===== src/rtl/serial_mag_compare_if.sv =====
// Bit-serial operand stream and result flags between the operand source and the comparator.
interface serial_mag_compare_if;
    logic inStart;
    logic inValid;
    logic inBitA;
    logic inBitB;
    logic outBusy;
    logic outDone;
    logic outSame;
    logic outDiff;
    logic outBig;
    logic outSmall;

    modport master (
        output inStart, inValid, inBitA, inBitB,
        input  outBusy, outDone, outSame, outDiff, outBig, outSmall
    );

    modport slave (
        input  inStart, inValid, inBitA, inBitB,
        output outBusy, outDone, outSame, outDiff, outBig, outSmall
    );
endinterface


===== src/rtl/serial_mag_compare.sv =====
// MSB-first serial magnitude comparator: the first differing bit pair decides A>B or A<B,
// and the word-level Same/Diff/Big/Small flags are published with a one-cycle done pulse.
module serial_mag_compare #(
    parameter int WIDTH = 8
) (
    input  logic                 clk,
    input  logic                 reset_n,
    serial_mag_compare_if.slave  bus
);
    localparam int CW = $clog2(WIDTH + 1);
    localparam logic [CW-1:0] LAST_COUNT = CW'(WIDTH - 1);

    typedef enum logic [1:0] {
        ST_IDLE  = 2'b00,
        ST_SHIFT = 2'b01,
        ST_DONE  = 2'b10
    } state_t;

    typedef enum logic [1:0] {
        DEC_EQ = 2'b00,
        DEC_GT = 2'b01,
        DEC_LT = 2'b10
    } decision_t;

    state_t          state_r;
    state_t          state_nx_s;
    logic [CW-1:0]   count_r;
    logic [CW-1:0]   count_nx_s;
    decision_t       dec_r;
    decision_t       dec_nx_s;
    logic [3:0]      flags_r;      // {same, diff, big, small}
    logic [3:0]      flags_nx_s;
    logic            busy_r;
    logic            done_r;

    // Next-state, bit counter and decision update.
    always_comb begin
        state_nx_s = state_r;
        count_nx_s = count_r;
        dec_nx_s   = dec_r;
        case (state_r)
            ST_IDLE: begin
                // A bit pair presented alongside inStart is deliberately not consumed.
                if (bus.inStart) begin
                    state_nx_s = ST_SHIFT;
                    count_nx_s = {CW{1'b0}};
                    dec_nx_s   = DEC_EQ;
                end else begin
                    state_nx_s = ST_IDLE;
                end
            end
            ST_SHIFT: begin
                if (bus.inValid) begin
                    count_nx_s = count_r + CW'(1);
                    // Only the most significant differing pair decides; later bits are ignored.
                    if ((dec_r == DEC_EQ) && (bus.inBitA != bus.inBitB)) begin
                        dec_nx_s = bus.inBitA ? DEC_GT : DEC_LT;
                    end else begin
                        dec_nx_s = dec_r;
                    end
                    if (count_r == LAST_COUNT) begin
                        state_nx_s = ST_DONE;
                    end else begin
                        state_nx_s = ST_SHIFT;
                    end
                end else begin
                    state_nx_s = ST_SHIFT;
                end
            end
            ST_DONE: begin
                state_nx_s = ST_IDLE;
            end
            default: begin
                state_nx_s = ST_IDLE;
                count_nx_s = {CW{1'b0}};
                dec_nx_s   = DEC_EQ;
            end
        endcase
    end

    // Result flags are loaded on entry to DONE so they appear together with outDone.
    always_comb begin
        flags_nx_s = flags_r;
        if (state_nx_s == ST_DONE) begin
            case (dec_nx_s)
                DEC_EQ:  flags_nx_s = 4'b1000;
                DEC_GT:  flags_nx_s = 4'b0110;
                DEC_LT:  flags_nx_s = 4'b0101;
                default: flags_nx_s = 4'b0000;
            endcase
        end else begin
            flags_nx_s = flags_r;
        end
    end

    // State, counter, decision and registered outputs.
    always_ff @(posedge clk) begin
        if (!reset_n) begin
            state_r <= ST_IDLE;
            count_r <= {CW{1'b0}};
            dec_r   <= DEC_EQ;
            flags_r <= 4'b0000;
            busy_r  <= 1'b0;
            done_r  <= 1'b0;
        end else begin
            state_r <= state_nx_s;
            count_r <= count_nx_s;
            dec_r   <= dec_nx_s;
            flags_r <= flags_nx_s;
            busy_r  <= (state_nx_s == ST_SHIFT);
            done_r  <= (state_nx_s == ST_DONE);
        end
    end

    assign bus.outBusy  = busy_r;
    assign bus.outDone  = done_r;
    assign bus.outSame  = flags_r[3];
    assign bus.outDiff  = flags_r[2];
    assign bus.outBig   = flags_r[1];
    assign bus.outSmall = flags_r[0];
endmodule


===== src/flat_wrapper.sv =====
// flat-port wrapper written by rule: the top's interface ports become plain ports
module serial_mag_compare_flat 
#(
    parameter int WIDTH = 8
)
  (clk, reset_n, bus_inStart, bus_inValid, bus_inBitA, bus_inBitB, bus_outBusy, bus_outDone, bus_outSame, bus_outDiff, bus_outBig, bus_outSmall);
  serial_mag_compare_if bus_i ();
  input  logic clk;
  input  logic reset_n;
  input wire logic [$bits(bus_i.inStart)-1:0] bus_inStart;
  input wire logic [$bits(bus_i.inValid)-1:0] bus_inValid;
  input wire logic [$bits(bus_i.inBitA)-1:0] bus_inBitA;
  input wire logic [$bits(bus_i.inBitB)-1:0] bus_inBitB;
  output wire logic [$bits(bus_i.outBusy)-1:0] bus_outBusy;
  output wire logic [$bits(bus_i.outDone)-1:0] bus_outDone;
  output wire logic [$bits(bus_i.outSame)-1:0] bus_outSame;
  output wire logic [$bits(bus_i.outDiff)-1:0] bus_outDiff;
  output wire logic [$bits(bus_i.outBig)-1:0] bus_outBig;
  output wire logic [$bits(bus_i.outSmall)-1:0] bus_outSmall;
  assign bus_i.inStart = bus_inStart;
  assign bus_i.inValid = bus_inValid;
  assign bus_i.inBitA = bus_inBitA;
  assign bus_i.inBitB = bus_inBitB;
  assign bus_outBusy = bus_i.outBusy;
  assign bus_outDone = bus_i.outDone;
  assign bus_outSame = bus_i.outSame;
  assign bus_outDiff = bus_i.outDiff;
  assign bus_outBig = bus_i.outBig;
  assign bus_outSmall = bus_i.outSmall;
  serial_mag_compare #(.WIDTH(WIDTH)) u_core (.clk(clk), .reset_n(reset_n), .bus(bus_i));
endmodule

===== config.mk =====
export PLATFORM = sky130hd
export DESIGN_NAME = serial_mag_compare_flat
export DESIGN_NICKNAME = d
export VERILOG_FILES = /design/src/rtl/serial_mag_compare_if.sv /design/src/rtl/serial_mag_compare.sv /design/src/flat_wrapper.sv
export SDC_FILE = /design/constraint.sdc
export NUM_CORES = 1
export LEC_CHECK = 0
export BUFFER_PORTS_ARGS = -buffer_cell sky130_fd_sc_hd__buf_2
export CORE_MARGIN = 3
export CORE_UTILIZATION = 30
export CTS_CLUSTER_SIZE = 16
export DETAILED_ROUTE_END_ITERATION = 16
export GPL_TIMING_DRIVEN = 0
export PLACE_DENSITY = 0.59
export SLEW_MARGIN = 5
export SYNTH_ARGS = -nofsm -noshare
export SYNTH_HDL_FRONTEND = slang
export SYNTH_SLANG_ARGS = --single-unit
export TNS_END_PERCENT = 30

===== constraint.sdc =====
create_clock -name clk -period 1.9 [get_ports clk]
set_input_delay 0.38 -clock clk [delete_from_list [all_inputs] [get_ports clk]]
set_output_delay 0.38 -clock clk [all_outputs]
set_load 0.01 [all_outputs]

Word level (Yosys, flattened, before mapping)
Index checks and enable logic that the tools add are counted.
- register bits: 14
- bits in latches: 0
- RAM bits: 0
- bits in read-only memories: 0
- bits of input ports: 6
- output and inout bits: 6
- memories kept: 0
- add/sub/neg operators: 1
- multipliers: 0
- div/mod/pow operators: 0
- $lt $le $gt $ge: 0
- eq/ne operators: 10
- shifts and indexed selects: 0
- mux-type cells: 13
- bitwise operators: 1
- reduce and logical (&&, ||, !) cells: 5
- operator list (cell ; count):
    case mux 4 bit (3 select lines) ; 2
    2-to-1 mux 2 bit ; 6
    2-to-1 mux 4 bit ; 2
    equality test 2 x 1 -> 1 bit, second input constant ; 3
    equality test 2 bit, second input constant ; 3
    zero test 2 bit ; 3
    case mux 2 bit (3 select lines) ; 1
    adder 4 x 1 -> 4 bit, second input constant ; 1
    equality test 4 x 3 -> 1 bit, second input constant ; 1
    inequality test 2 bit, second input constant ; 2
    case mux 2 bit (2 select lines) ; 1
    AND reduction 3 bit ; 1
    logical AND 1 bit ; 1
    2-to-1 mux 1 bit ; 1
    inequality test 1 bit ; 1
    inverter 1 bit ; 1

Depth between registers and ports, before layout
- depth in word-level cells: 7
- depth in mapped cells: 7

Worst setup path before layout
No wires, ideal clock.
- path type: input to register
- start point: in bus_inValid
- end point: reg u_core.flags_r[2]
- library setup time: 0.132 ns
- arrival: 1.412 ns
- data required time: 1.768 ns
- path slack: 0.356 ns
- stages on the path: 6
- path buffers: 0
- cell sequence: nor4bb_1 > nor2_1 > or3_1 > ha_1 > nand3_1 > a21oi_1
- cells in the longest elaborated chain, start to end: 4
- elaborated cells between the ends (all ways): 9
- classes of those cells: eq/ne: 3; mux: 5; reduce/logical: 1
- RTL lines (item ; line ; source):
    from (decl) ; flat_wrapper.sv:11 ; input wire logic [$bits(bus_i.inValid)-1:0] bus_inValid;
    2-to-1 mux 2 bit ; serial_mag_compare.sv:53 ; if (bus.inValid) begin
    case mux 2 bit (3 select lines) ; serial_mag_compare.sv:41 ; case (state_r)
    equality test 2 bit (tied with other cells) ; serial_mag_compare.sv:85 ; case (dec_nx_s)
    case mux 4 bit (3 select lines) ; serial_mag_compare.sv:85 ;
    to (signal assigned) ; serial_mag_compare.sv:109 ; flags_r <= flags_nx_s;
    to (decl) ; serial_mag_compare.sv:31 ; logic [3:0] flags_r;
Parallel ways exist; a longest one is shown, timed or not.
A chain may end at the register's enable or synchronous reset.

Final worst setup path
- start point: reg u_core.dec_r[0]
- end point: reg u_core.flags_r[2]
- cells in the longest elaborated chain, start to end: 7
- elaborated cells between the ends (all ways): 10
- classes of those cells: eq/ne: 2; mux: 5; reduce/logical: 3
- RTL lines (item ; line ; source):
    from (decl) ; serial_mag_compare.sv:29 ; decision_t dec_r;
    from (signal assigned) ; serial_mag_compare.sv:108 ; dec_r <= dec_nx_s;
    zero test 2 bit ; serial_mag_compare.sv:56 ; if ((dec_r == DEC_EQ) && (bus.inBitA != bus.inBitB)) begin
    logical AND 1 bit ; serial_mag_compare.sv:56 ;
    2-to-1 mux 2 bit ; serial_mag_compare.sv:56 ;
    2-to-1 mux 2 bit ; serial_mag_compare.sv:53 ;
    case mux 2 bit (3 select lines) * ; serial_mag_compare.sv:41 ;
    equality test 2 bit (tied with other cells) ; serial_mag_compare.sv:85 ;
    case mux 4 bit (3 select lines) * ; serial_mag_compare.sv:85 ;
Mark *: on every way between the ends. The rest lies on a longest branch, timed or not.

==> results.md <==
- The run finished with clean final reports.
- The number of global-route vias before repair came to 575.
- The share of the clock period used by the worst path is 86.4%.
- The fraction of layout instances using a drive strength above 1 is 21.6%.
- The smallest setup slack after layout is 0.258 ns.
- After floorplanning, the core was sized to cover 2250 µm².
- For this run, the number of Yosys warnings is 0.
- For this configuration, the core starts out at a cell density of 32.2%.
- Entering global routing, the biggest net connects 11 pins.
- The finished layout holds 125 standard cells, fillers aside.
- Summed over all nets, the half-perimeter wirelength after detailed placement is 1.16 mm.
- The number of remaining DRC errors is 0.
- The number of nets handed over by synthesis was 92.
- The clock tree skew after final layout is 0.00196 ns.
- Of the synthesized area, sequential elements account for 38.6%.
- For this run, the top clock speed supported by timing is 0.609 GHz.
- The critical path is of the reg2reg type.
- The count of distinct cell types in the synthesized netlist is 33.
- The quantity of hold-fixing buffers added after cts is 0.
- The worst register-to-register path begins at u_core.dec_r[0]$_SDFF_PN0_.
- The count of placed standard cells including taps is 121.
- Fill cells in the final layout number 260.
- Setup repair after global routing left no endpoint under its margin.
- Dividing total power by cell area gives a power density of 682 nW/µm².
- After layout, the minimum clock period comes to 1.64 ns.
- The max capacitance violation total is 0.
- The worst setup path is captured at a flop.
- Counting along the longest clock path gives a buffer depth of 2.
- The critical path starts at u_core.dec_r[0]$_SDFF_PN0_.
- In this run, synthesis produced a sequential element count of 14.
- The maximum net fanout on the critical path is 4.
- The area taken by flip-flops and latches is 280 µm².
- The initial antenna violation count is 0.
- Timing analysis after detailed placement gives a worst setup slack of 0.0247 ns.
- The total number of vias is 682.
- TritonCTS built the clock tree.
- At the pin with the least slew margin, the transition time is 0.524 ns.
- The number of H-tree branching levels is 1.
- The total clock buffers created by CTS is 3.
- The area of the die is 3050 µm².
- STA puts the critical path data arrival time at 1.85 ns.
- The root buffer cell chosen for the clock tree is sky130_fd_sc_hd__clkbuf_4.
- The data required time at the worst endpoint is 2.11 ns.
- Clock latency on the worst-skew pair, taken at its later pin, is 0.28 ns.
- For this block, the initial DRC count from the detailed router was 19.
- The count of nets left with antenna violations after detail routing is 0.
- The number of nets at the end of the flow is 108.
- The analysis attributes to cell leakage a power of 0.333 nW.
- The placer's final routability congestion estimate is 0.773.
- The total placed instance area is 816 µm².
- The wire length of the first global-routing pass is 2.47 mm.
- Setup violations remaining at the end of the flow were counted as 0.
- For this run, the detailed router's first-pass iteration total came to 4.
- The area growth from synthesis to final layout is 17.4%.
- The antenna diode instance count is 0.
- Dividing the detail-routed wire length by the instance count gives 12.4 µm.
- The post-CTS setup repair buffer count is 0.
- The global router's overall resource usage is 11.7%.
- After routing, the total negative slack on setup checks comes to 0 ns.
- The multi-input combinational cell area is 402 µm².
- The worst setup path is launched from a flop.
- The total of buffers placed on input and output ports is 11.
- The detailed-route vias per instance is 5.46.
- In this run the core area contains 17 standard-cell rows.
- The worst hold path belongs to the class in2reg.
- Synthesis produced a netlist whose cell count is 82.
- The hold path startpoint is bus_inBitA.
- The cell area after synthesis is 726 µm².
- After layout, the design draws a total of 0.581 mW.
- Headroom to the max-slew limit came out at 65.0%.
- The remaining global-route overflow is 0.
- The number of max-slew violations in the final report is 0.
- The number of hold violations in the final report is 0.
- The worst IR drop on VDD is 0.338 mV.
- The clock net in this run drives a total of 14 sinks.
- For this design the top-level I/O count stands at 12.
- Each instance of the synthesized netlist takes up on average 8.85 µm².
- The post-route cell area is 852 µm².
- The die boundary width is 55.2 µm.
- In this run the vertical extent of the chip is 55.2 µm.
- The post-CTS clock slew at the launch and capture registers of the worst setup and hold paths is 0.09 ns.
- The overall routed net length is 1.55 mm.
- The post-cts repair resize count is 0.
[placed cells by master, fill, tap and decap left out]
master                      count
sky130_fd_sc_hd__a31oi_1        1
sky130_fd_sc_hd__a21oi_1        7
sky130_fd_sc_hd__and2_4         1
sky130_fd_sc_hd__nand2_1        1
sky130_fd_sc_hd__a41oi_1        1
sky130_fd_sc_hd__nor2b_1        1
sky130_fd_sc_hd__or3_1          2
sky130_fd_sc_hd__o21ai_1        1
sky130_fd_sc_hd__buf_6          2
sky130_fd_sc_hd__nor4bb_1       1
sky130_fd_sc_hd__clkbuf_1       2
sky130_fd_sc_hd__nand4_1        2
sky130_fd_sc_hd__nor2_1         4
sky130_fd_sc_hd__or4_1          2
sky130_fd_sc_hd__and4b_1        1
sky130_fd_sc_hd__a2111oi_0      2
sky130_fd_sc_hd__nor3b_1        1
sky130_fd_sc_hd__dfxtp_1       14
sky130_fd_sc_hd__nor3_1         6
sky130_fd_sc_hd__nand2b_1       2
sky130_fd_sc_hd__nand3_1        7
sky130_fd_sc_hd__o21ai_0        5
sky130_fd_sc_hd__o211ai_1       1
sky130_fd_sc_hd__ha_1           4
sky130_fd_sc_hd__a21oi_2        1
sky130_fd_sc_hd__inv_1          1
sky130_fd_sc_hd__nand4b_1       1
sky130_fd_sc_hd__buf_2         13
sky130_fd_sc_hd__or3b_1         1
sky130_fd_sc_hd__o21a_1         1
sky130_fd_sc_hd__a21boi_0       1
sky130_fd_sc_hd__nor4_1         1
sky130_fd_sc_hd__clkbuf_4       3
sky130_fd_sc_hd__clkbuf_8       1
sky130_fd_sc_hd__mux2i_1        2
[final timing paths]
check                                   endpoint  slack, ns  cells past startpoint
setup / recovery  u_core.flags_r[2]$_SDFFE_PN0P_       0.26                      6
hold / removal        u_core.dec_r[0]$_SDFF_PN0_       0.40                      3
setup reg to reg  u_core.flags_r[2]$_SDFFE_PN0P_       0.26                      6
hold reg to reg   u_core.flags_r[1]$_SDFFE_PN0P_       0.47                      2
[final cells by class]
type | instances | share of cell area, %
Buffer | 6 | 4.70
Clock buffer | 4 | 4.26
Inverter | 1 | 0.441
Multi-Input combinational cell | 61 | 47.1
Sequential cell | 14 | 32.9
Tap cell | 28 | 4.11
Timing Repair Buffer | 11 | 6.46
[power by group]
part | switching (mW) | leakage [nW] | total [mW] | internal, mW
combinational | 0.0372 | 0.198 | 0.0598 | 0.0226
sequential | 0.00440 | 0.114 | 0.304 | 0.299
clock | 0.101 | 0.0210 | 0.218 | 0.116
[cells by family (layout without fill, tap and decap cells)]
family | Yosys count | count (layout) | synth area share [%]
AND/OR/NAND/NOR | 34 | 34 | 27.9
AO/OA/AOI/OAI | 21 | 21 | 17.8
flip-flops | 14 | 14 | 38.6
buffers and inverters | 7 | 22 | 6.03
adder cells (fa/ha/maj) | 4 | 4 | 6.90
multiplexers | 2 | 2 | 2.76
[synth_stat cells (all sizes together)]
master | instances | share of area (%)
o21a | 1 | 1.0
nor3b | 1 | 1.0
or3b | 1 | 1.2
nand2 | 1 | 0.52
nor4bb | 1 | 1.4
buf | 4 | 4.5
nor4 | 1 | 0.86
and2 | 1 | 1.2
mux2i | 2 | 2.8
a2111oi | 2 | 2.4
a21boi | 1 | 1.0
a21oi | 8 | 6.0
dfxtp | 14 | 39
or4 | 2 | 2.1
a41oi | 1 | 1.2
ha | 4 | 6.9
nand4b | 1 | 1.2
nor2b | 1 | 0.86
nand2b | 2 | 1.7
clkbuf | 2 | 1.0
a31oi | 1 | 0.86
and4b | 1 | 1.4
or3 | 2 | 1.7
nand3 | 7 | 4.8
o211ai | 1 | 1.0
inv | 1 | 0.52
nor3 | 6 | 4.1
nand4 | 2 | 1.7
o21ai | 6 | 4.1
nor2 | 4 | 2.1
[metrics by stage]
stage	hold slack, ns	util, %
finish	0.402	37.8
global route	0.406	37.8
CTS	0.402	37.8
detailed placement	0.467	36.2
global placement	0.467	36.2
floorplan	0.461	-
[critical path, stage by stage (launching register included)]
cell and delay [ns]:
sky130_fd_sc_hd__dfxtp_1 0.34, sky130_fd_sc_hd__nor4bb_1 0.30, sky130_fd_sc_hd__nor2_1 0.10, sky130_fd_sc_hd__or3_1 0.35, sky130_fd_sc_hd__ha_1 0.28, sky130_fd_sc_hd__nand3_1 0.06, sky130_fd_sc_hd__a21oi_1 0.14
[flip-flops by register name, indices dropped and copies added (netlist names)]
| register | count |
|---|---|
| u_core.bus.outDone | 1 |
| u_core.flags_r | 4 |
| u_core.dec_r | 2 |
| u_core.bus.outBusy | 1 |
| u_core.count_r | 4 |
| u_core.state_r | 2 |
[per-layer routing]
layer	part of all wire (%)	GRT usage [%]	up-vias
met5	0	0	-
met4	1.2	7.69	0
met2	46	16.9	24
li1	-	-	342
met1	48	16.0	314
met3	4.6	1.61	2
Note: power is estimated with default switching activity, not from simulation.
